<file path="src/rtl/inst_r_pkg.sv">
// Shared encoding constants for the RV32 R-type instruction encoder.
// Holds the OP opcode, the op-code enum, funct3/funct7 values and a decode helper.
// Config macro: INST_R_ENCODER_M_EXT_EN adds the M-extension op codes 10-17.
package inst_r_pkg;

    localparam logic [6:0] OP_R = 7'b0110011;

    typedef enum logic [4:0] {
        OP_ADD  = 5'd0,
        OP_SUB  = 5'd1,
        OP_SLL  = 5'd2,
        OP_SLT  = 5'd3,
        OP_SLTU = 5'd4,
        OP_XOR  = 5'd5,
        OP_SRL  = 5'd6,
        OP_SRA  = 5'd7,
        OP_OR   = 5'd8,
        OP_AND  = 5'd9
`ifdef INST_R_ENCODER_M_EXT_EN
        ,
        OP_MUL    = 5'd10,
        OP_MULH   = 5'd11,
        OP_MULHSU = 5'd12,
        OP_MULHU  = 5'd13,
        OP_DIV    = 5'd14,
        OP_DIVU   = 5'd15,
        OP_REM    = 5'd16,
        OP_REMU   = 5'd17
`endif
    } op_e;

    localparam logic [2:0] F3_ADD_SUB = 3'b000;
    localparam logic [2:0] F3_SLL     = 3'b001;
    localparam logic [2:0] F3_SLT     = 3'b010;
    localparam logic [2:0] F3_SLTU    = 3'b011;
    localparam logic [2:0] F3_XOR     = 3'b100;
    localparam logic [2:0] F3_SRL_SRA = 3'b101;
    localparam logic [2:0] F3_OR      = 3'b110;
    localparam logic [2:0] F3_AND     = 3'b111;

    localparam logic [6:0] F7_BASE = 7'b0000000;
    localparam logic [6:0] F7_ALT  = 7'b0100000;
`ifdef INST_R_ENCODER_M_EXT_EN
    localparam logic [6:0] F7_MULDIV = 7'b0000001;
`endif

    typedef struct packed {
        logic       legal;
        logic [2:0] funct3;
        logic [6:0] funct7;
    } dec_t;

    function automatic dec_t decode_op(input logic [4:0] op);
        dec_t d;
        d.legal  = 1'b1;
        d.funct3 = F3_ADD_SUB;
        d.funct7 = F7_BASE;
        case (op)
            OP_ADD:  d.funct3 = F3_ADD_SUB;
            OP_SUB:  d.funct7 = F7_ALT;
            OP_SLL:  d.funct3 = F3_SLL;
            OP_SLT:  d.funct3 = F3_SLT;
            OP_SLTU: d.funct3 = F3_SLTU;
            OP_XOR:  d.funct3 = F3_XOR;
            OP_SRL:  d.funct3 = F3_SRL_SRA;
            OP_SRA: begin
                d.funct3 = F3_SRL_SRA;
                d.funct7 = F7_ALT;
            end
            OP_OR:   d.funct3 = F3_OR;
            OP_AND:  d.funct3 = F3_AND;
`ifdef INST_R_ENCODER_M_EXT_EN
            // M ops are contiguous, so funct3 is simply the offset from MUL.
            OP_MUL, OP_MULH, OP_MULHSU, OP_MULHU,
            OP_DIV, OP_DIVU, OP_REM, OP_REMU: begin
                d.funct7 = F7_MULDIV;
                d.funct3 = 3'(op - OP_MUL);
            end
`endif
            default: d.legal = 1'b0;
        endcase
        return d;
    endfunction

endpackage

</file>
<file path="src/rtl/inst_r_fifo.sv">
// 2-entry FIFO; output taken straight from the head register.
// Latency: a push into an empty FIFO is visible after the same edge.
// Backpressure: full is a registered flag; pushes while full and pops while empty are ignored.
// Ports: clk, rst (async high), flush (sync clear), push/push_data, pop, full, valid, data.
module inst_r_fifo #(
    parameter int           W       = 8,
    parameter logic [W-1:0] RST_VAL = '0
) (
    input  logic         clk,
    input  logic         rst,
    input  logic         flush,
    input  logic         push,
    input  logic [W-1:0] push_data,
    input  logic         pop,
    output logic         full,
    output logic         valid,
    output logic [W-1:0] data
);

    logic [1:0]   count;
    logic [W-1:0] head;
    logic [W-1:0] tail;
    logic         push_ok;
    logic         pop_ok;

    assign full    = (count == 2'd2);
    assign valid   = (count != 2'd0);
    assign data    = head;
    assign push_ok = push & ~full;
    assign pop_ok  = pop & valid;

    always_ff @(posedge clk or posedge rst) begin
        if (rst) begin
            count <= 2'd0;
            head  <= RST_VAL;
            tail  <= RST_VAL;
        end else if (flush) begin
            count <= 2'd0;
        end else begin
            if (push_ok && !pop_ok) begin
                if (count == 2'd0) head <= push_data;
                else               tail <= push_data;
            end else if (pop_ok) begin
                // push_ok cannot coincide with count==2 because full blocks it.
                if (count == 2'd2)  head <= tail;
                else if (push_ok)   head <= push_data;
            end
            count <= count + {1'b0, push_ok} - {1'b0, pop_ok};
        end
    end

endmodule

</file>
<file path="src/rtl/inst_r_encoder.sv">
// RV32 R-type instruction encoder with byte-address tagging and 2-deep output buffer.
// Latency: accepted request visible on out_* after one edge; one instruction/cycle sustained.
// Backpressure: in_ready low while the buffer holds two entries; illegal ops are consumed and set err.
// Ports: clk, rst, flush, in_valid/in_ready/in_op/in_rd/in_rs1/in_rs2,
//        out_valid/out_ready/out_word/out_addr, err.
// Config macro: INST_R_ENCODER_M_EXT_EN enables MUL/DIV/REM op codes 10-17.
module inst_r_encoder #(
    parameter int                ADDR_W    = 32,
    parameter logic [ADDR_W-1:0] BASE_ADDR = '0
) (
    input  logic              clk,
    input  logic              rst,
    input  logic              flush,
    input  logic              in_valid,
    output logic              in_ready,
    input  logic [4:0]        in_op,
    input  logic [4:0]        in_rd,
    input  logic [4:0]        in_rs1,
    input  logic [4:0]        in_rs2,
    output logic              out_valid,
    input  logic              out_ready,
    output logic [31:0]       out_word,
    output logic [ADDR_W-1:0] out_addr,
    output logic              err
);
    import inst_r_pkg::*;

    localparam int W = 32 + ADDR_W;

    dec_t              dec;
    logic [31:0]       word;
    logic [ADDR_W-1:0] addr;
    logic              accept;
    logic              push;
    logic              full;
    logic [W-1:0]      fifo_data;

    assign dec    = decode_op(in_op);
    assign word   = {dec.funct7, in_rs2, in_rs1, dec.funct3, in_rd, OP_R};
    assign accept = in_valid & in_ready;
    // Illegal ops complete the handshake but never reach the buffer.
    assign push   = accept & dec.legal;

    always_ff @(posedge clk or posedge rst) begin
        if (rst) begin
            addr <= BASE_ADDR;
            err  <= 1'b0;
        end else if (flush) begin
            addr <= BASE_ADDR;
            err  <= 1'b0;
        end else if (accept) begin
            if (dec.legal) addr <= addr + ADDR_W'(4);
            else           err  <= 1'b1;
        end
    end

    inst_r_fifo #(
        .W       (W),
        .RST_VAL ({32'h0, BASE_ADDR})
    ) u_fifo (
        .clk       (clk),
        .rst       (rst),
        .flush     (flush),
        .push      (push),
        .push_data ({word, addr}),
        .pop       (out_valid & out_ready),
        .full      (full),
        .valid     (out_valid),
        .data      (fifo_data)
    );

    assign in_ready = ~full;
    assign out_word = fifo_data[W-1 -: 32];
    assign out_addr = fifo_data[ADDR_W-1:0];

endmodule

</file>
<file path="config.mk">
export PLATFORM = sky130hd
export DESIGN_NAME = inst_r_encoder
export DESIGN_NICKNAME = d
export VERILOG_FILES = /design/src/rtl/inst_r_pkg.sv /design/src/rtl/inst_r_fifo.sv /design/src/rtl/inst_r_encoder.sv
export SDC_FILE = /design/constraint.sdc
export NUM_CORES = 1
export LEC_CHECK = 0
export CAP_MARGIN = 20
export CORE_MARGIN = 8
export CORE_UTILIZATION = 38
export DETAILED_ROUTE_END_ITERATION = 8
export PLACE_DENSITY = 0.7
export SYNTH_ARGS = -nofsm -noshare
export SYNTH_HDL_FRONTEND = slang
export SYNTH_SLANG_ARGS = --single-unit
</file>
<file path="constraint.sdc">
create_clock -name clk -period 6.8 [get_ports clk]
set_input_delay 1.36 -clock clk [delete_from_list [all_inputs] [get_ports clk]]
set_output_delay 1.36 -clock clk [all_outputs]
set_load 0.01 [all_outputs]
</file>
==> out/qor.tcl <==
set qor(outcome) {finished clean}
set qor(peakVddDrop_uv) 186
set qor(power.total_uw) 2450
set qor(layout_cells_sized_above_1) 0.217
set qor(register_bit_count_reported_by_yosys) 133
set qor(io_pins) 92
set qor(dp_hpwl_um) 9470
set qor(antenna_cells_inserted) 0
set qor(initial_core_util) 0.389
set qor(cts-root-buf) {sky130_fd_sc_hd__clkbuf_16}
set qor(hold_buffers) 0
set qor(gp_congestion) 0.756
set qor(min_delay_worst_endpoint) {u_fifo.tail[37]}
set qor(setup.worst_path.start_class) {flop}
set qor(area_of_the_die_sq_mm) 0.0214
set qor(synth_top_flop_cell) {sky130_fd_sc_hd__dfrtp_1}
set qor(coreArea_sq_mm) 0.0166
set qor(maximum_clock_frequency_mhz) 262
set qor(timing_worst_setup_path_type) {reg2out}
set qor(hold_path_depth) 1
set qor(mappedNetlistArea_sq_mm) 0.00646
set qor(detailedRoute.firstIterationViolations) 241
set qor(pwr_density_cell_mw_per_mm2) 305
set qor(dieHeight_um) 146
set qor(worst_hold_startpoint) {u_fifo.tail[37]}
set qor(synthesis.instances) 611
set qor(holdCritPathClass) {reg2reg}
set qor(timing.max_slew.rel_slack) 0.353
set qor(drt.antenna.violating_nets) 0
set qor(core.rowCount) 47
set qor(place_worst_setup_slack_ps) 2550
set qor(worst_pin_slew_ps) 969
set qor(design.final.nets) 706
set qor(clock_latency_ps) 420
set qor(worstReg2RegStart) {u_fifo.count[0]}
set qor(max-cap-violations) 0
set qor(hold_slack_ps) 468
set qor(syn2layout_area_growth_pct) 24.0
set qor(p_leak_uw) 0.00375
set qor(worst_slack_ps) 2980
set qor(timing.critical_path.required_ps) 5440
set qor(yosys.cell_count.top_type) {sky130_fd_sc_hd__nand2_1}
set qor(syn-mean-instance-area_sq_um) 10.6
set qor(warnings_synthesis) 0
set qor(first_pass_iters) 4
set qor(synth_edf_count) 0
set qor(grt_first_pass_wirelength_um) 24900
set qor(netlist.area_leader.share) 0.515
set qor(finalHoldViolations) 0
set qor(path_clk_slew_ps) 60
set qor(number_of_global_route_vias_before_repair) 4874
set qor(finalCriticalPeriod_ps) 3820
set qor(worst_setup_path_end_kind) {primary output}
set qor(cp_max_fo) 48
set qor(cts_tree) {yes}
set qor(synth-seq-area-share) 0.515
set qor(post-cts-setup-buffers) 0
set qor(worst_ep_arrival_time_ps) 2460
set qor(max-clock-path-buffers) 2
set qor(chipWidth_um) 146
set qor(r2r_end) {addr[31]}
set qor(rsz0062_at_grt) {no}
set qor(worst-r2r-cell-count) 5
set qor(yosysUniqueCellTypes) 48
set qor(drc_errors) 0
set qor(cts_sinks) 133
set qor(timing.final.crit_share) 0.562
set qor(wl_per_cell_um) 16.0
set qor(cts-buffers-inserted) 17
set qor(port_buffers) 80
set qor(htree_levels) 4
set qor(nFillCells) 1490
set qor(gr-usage-all-layers) 0.141
set qor(leftover_overflow_at_the_end_of_global_routing) 0
set qor(synth-async-reset-ratio) 1.00
set qor(num_vias) 4645
set qor(r2r_slack_ps) 3550
set qor(maxSlewViolCount) 0
set qor(setup_tns_ps) 0
set qor(routed_wl_um) 14600
set qor(grt_antenna_before_repair) 0
set qor(fin_skew_ps) 8.82
set qor(drt-vias-per-instance) 5.10
set qor(netlist_top_cells_count) {sky130_fd_sc_hd__nand2_1, sky130_fd_sc_hd__dfrtp_1, sky130_fd_sc_hd__mux2_2}
set qor(yosys-top-cells-area) {sky130_fd_sc_hd__dfrtp_1, sky130_fd_sc_hd__mux2_2, sky130_fd_sc_hd__nand2_1}
set qor(synth_area_leader_cell) {sky130_fd_sc_hd__dfrtp_1}
set qor(setup_viol) 0
set qor(cts-resized-gates) 0
set qor(maximum_number_of_pins_on_one_net_before_global_route_repair) 85
[cells in the final DEF, fill, tap and decap left out, types with 2 or more instances in the layout]
cell / instances
sky130_fd_sc_hd__or3_1: 9
sky130_fd_sc_hd__mux2_1: 5
sky130_fd_sc_hd__clkinv_4: 2
sky130_fd_sc_hd__nor2b_1: 13
sky130_fd_sc_hd__o21ai_0: 20
sky130_fd_sc_hd__o31ai_1: 7
sky130_fd_sc_hd__nor4_1: 5
sky130_fd_sc_hd__nand2b_1: 2
sky130_fd_sc_hd__nor4_2: 5
sky130_fd_sc_hd__nand2_1: 149
sky130_fd_sc_hd__ha_1: 3
sky130_fd_sc_hd__and2_1: 2
sky130_fd_sc_hd__clkinvlp_4: 3
sky130_fd_sc_hd__a21oi_1: 13
sky130_fd_sc_hd__and4_1: 5
sky130_fd_sc_hd__a31oi_1: 2
sky130_fd_sc_hd__xor2_1: 3
sky130_fd_sc_hd__clkinv_2: 3
sky130_fd_sc_hd__nor3_1: 4
sky130_fd_sc_hd__clkdlybuf4s50_1: 80
sky130_fd_sc_hd__nand4_1: 8
sky130_fd_sc_hd__inv_1: 11
sky130_fd_sc_hd__buf_4: 6
sky130_fd_sc_hd__or4_1: 4
sky130_fd_sc_hd__bufinv_16: 5
sky130_fd_sc_hd__and3_1: 4
sky130_fd_sc_hd__mux2_2: 99
sky130_fd_sc_hd__conb_1: 11
sky130_fd_sc_hd__nor2_1: 25
sky130_fd_sc_hd__mux2i_1: 2
sky130_fd_sc_hd__xnor2_1: 3
sky130_fd_sc_hd__dfrtp_1: 133
sky130_fd_sc_hd__clkbuf_16: 17
sky130_fd_sc_hd__nand3_1: 7
[worst max-delay path, stage by stage, from the launching register on]
cell and delay, ps:
sky130_fd_sc_hd__dfrtp_1 380, sky130_fd_sc_hd__and2b_2 240, sky130_fd_sc_hd__inv_2 700, sky130_fd_sc_hd__clkdlybuf4s50_1 710
[state kept, by name, indices dropped and copies added, names as in the netlist]
signal / flops
err: 1
u_fifo.tail: 50
addr: 30
u_fifo.count: 2
u_fifo.data: 50
[where the power goes]
part | leakage (uW) | internal, uW | switching (uW) | total, uW
sequential | 0.00181 | 896 | 59.1 | 955
clock | 0.000309 | 659 | 347 | 1010
combinational | 0.00163 | 248 | 237 | 486
[per-stage QoR]
stage	instance area, sq um	utilization	instances
after floorplan	6500	-	621
after global placement	7340	0.443	878
after detailed placement	7340	0.443	878
after CTS	7990	0.482	910
after global routing	8010	0.483	911
final	8010	0.483	911
[metal layers]
layer | part of all wire | GRT usage | up-vias | wire (um)
met5 | 0 | 0 | - | 0
met4 | 0.014 | 0.0526 | 0 | 204
met3 | 0.061 | 0.0439 | 18 | 888
met2 | 0.46 | 0.219 | 108 | 6780
met1 | 0.46 | 0.181 | 2316 | 6730
li1 | - | - | 2203 | -
[worst max path at each step]
stage / from / endpoint / slack (ps) / cells past startpoint
3_3_place_gp: in_op[1] / u_fifo.data[16] / 2680 / 6
5_1_grt: u_fifo.count[0] / in_ready / 2840 / 3
6_report: u_fifo.count[0] / in_ready / 2980 / 3
4_1_cts: u_fifo.count[0] / in_ready / 2930 / 3
2_1_floorplan: rst / addr[10] / 1890 / 1
3_5_place_dp: in_op[1] / u_fifo.data[11] / 2550 / 6
[final cells by class]
| class | count | area [sq um] | area share |
|---|---|---|---|
| Clock buffer | 19 | 443 | 0.0553 |
| Multi-Input combinational cell | 426 | 2840 | 0.355 |
| Tap cell | 220 | 275 | 0.0344 |
| Inverter | 13 | 51.3 | 0.00640 |
| Timing Repair Buffer | 87 | 866 | 0.108 |
| Clock inverter | 13 | 205 | 0.0256 |
| Sequential cell | 133 | 3330 | 0.415 |
[kinds of logic (layout without fill, tap and decap cells)]
logic type / count (synthesis) / in the layout / share of synthesized area
and+or+nand+nor: 253 / 253 / 0.190
DFF: 133 / 133 / 0.515
muxes: 106 / 106 / 0.184
buffers and inverters: 62 / 132 / 0.0519
AOI/OAI and AO/OA: 47 / 47 / 0.0434
xor gates and xnor gates: 6 / 6 / 0.00814
adders and majority gates: 3 / 3 / 0.00581
other: 1 / 11 / 0.000581
Power figures use the tool's default switching activity.
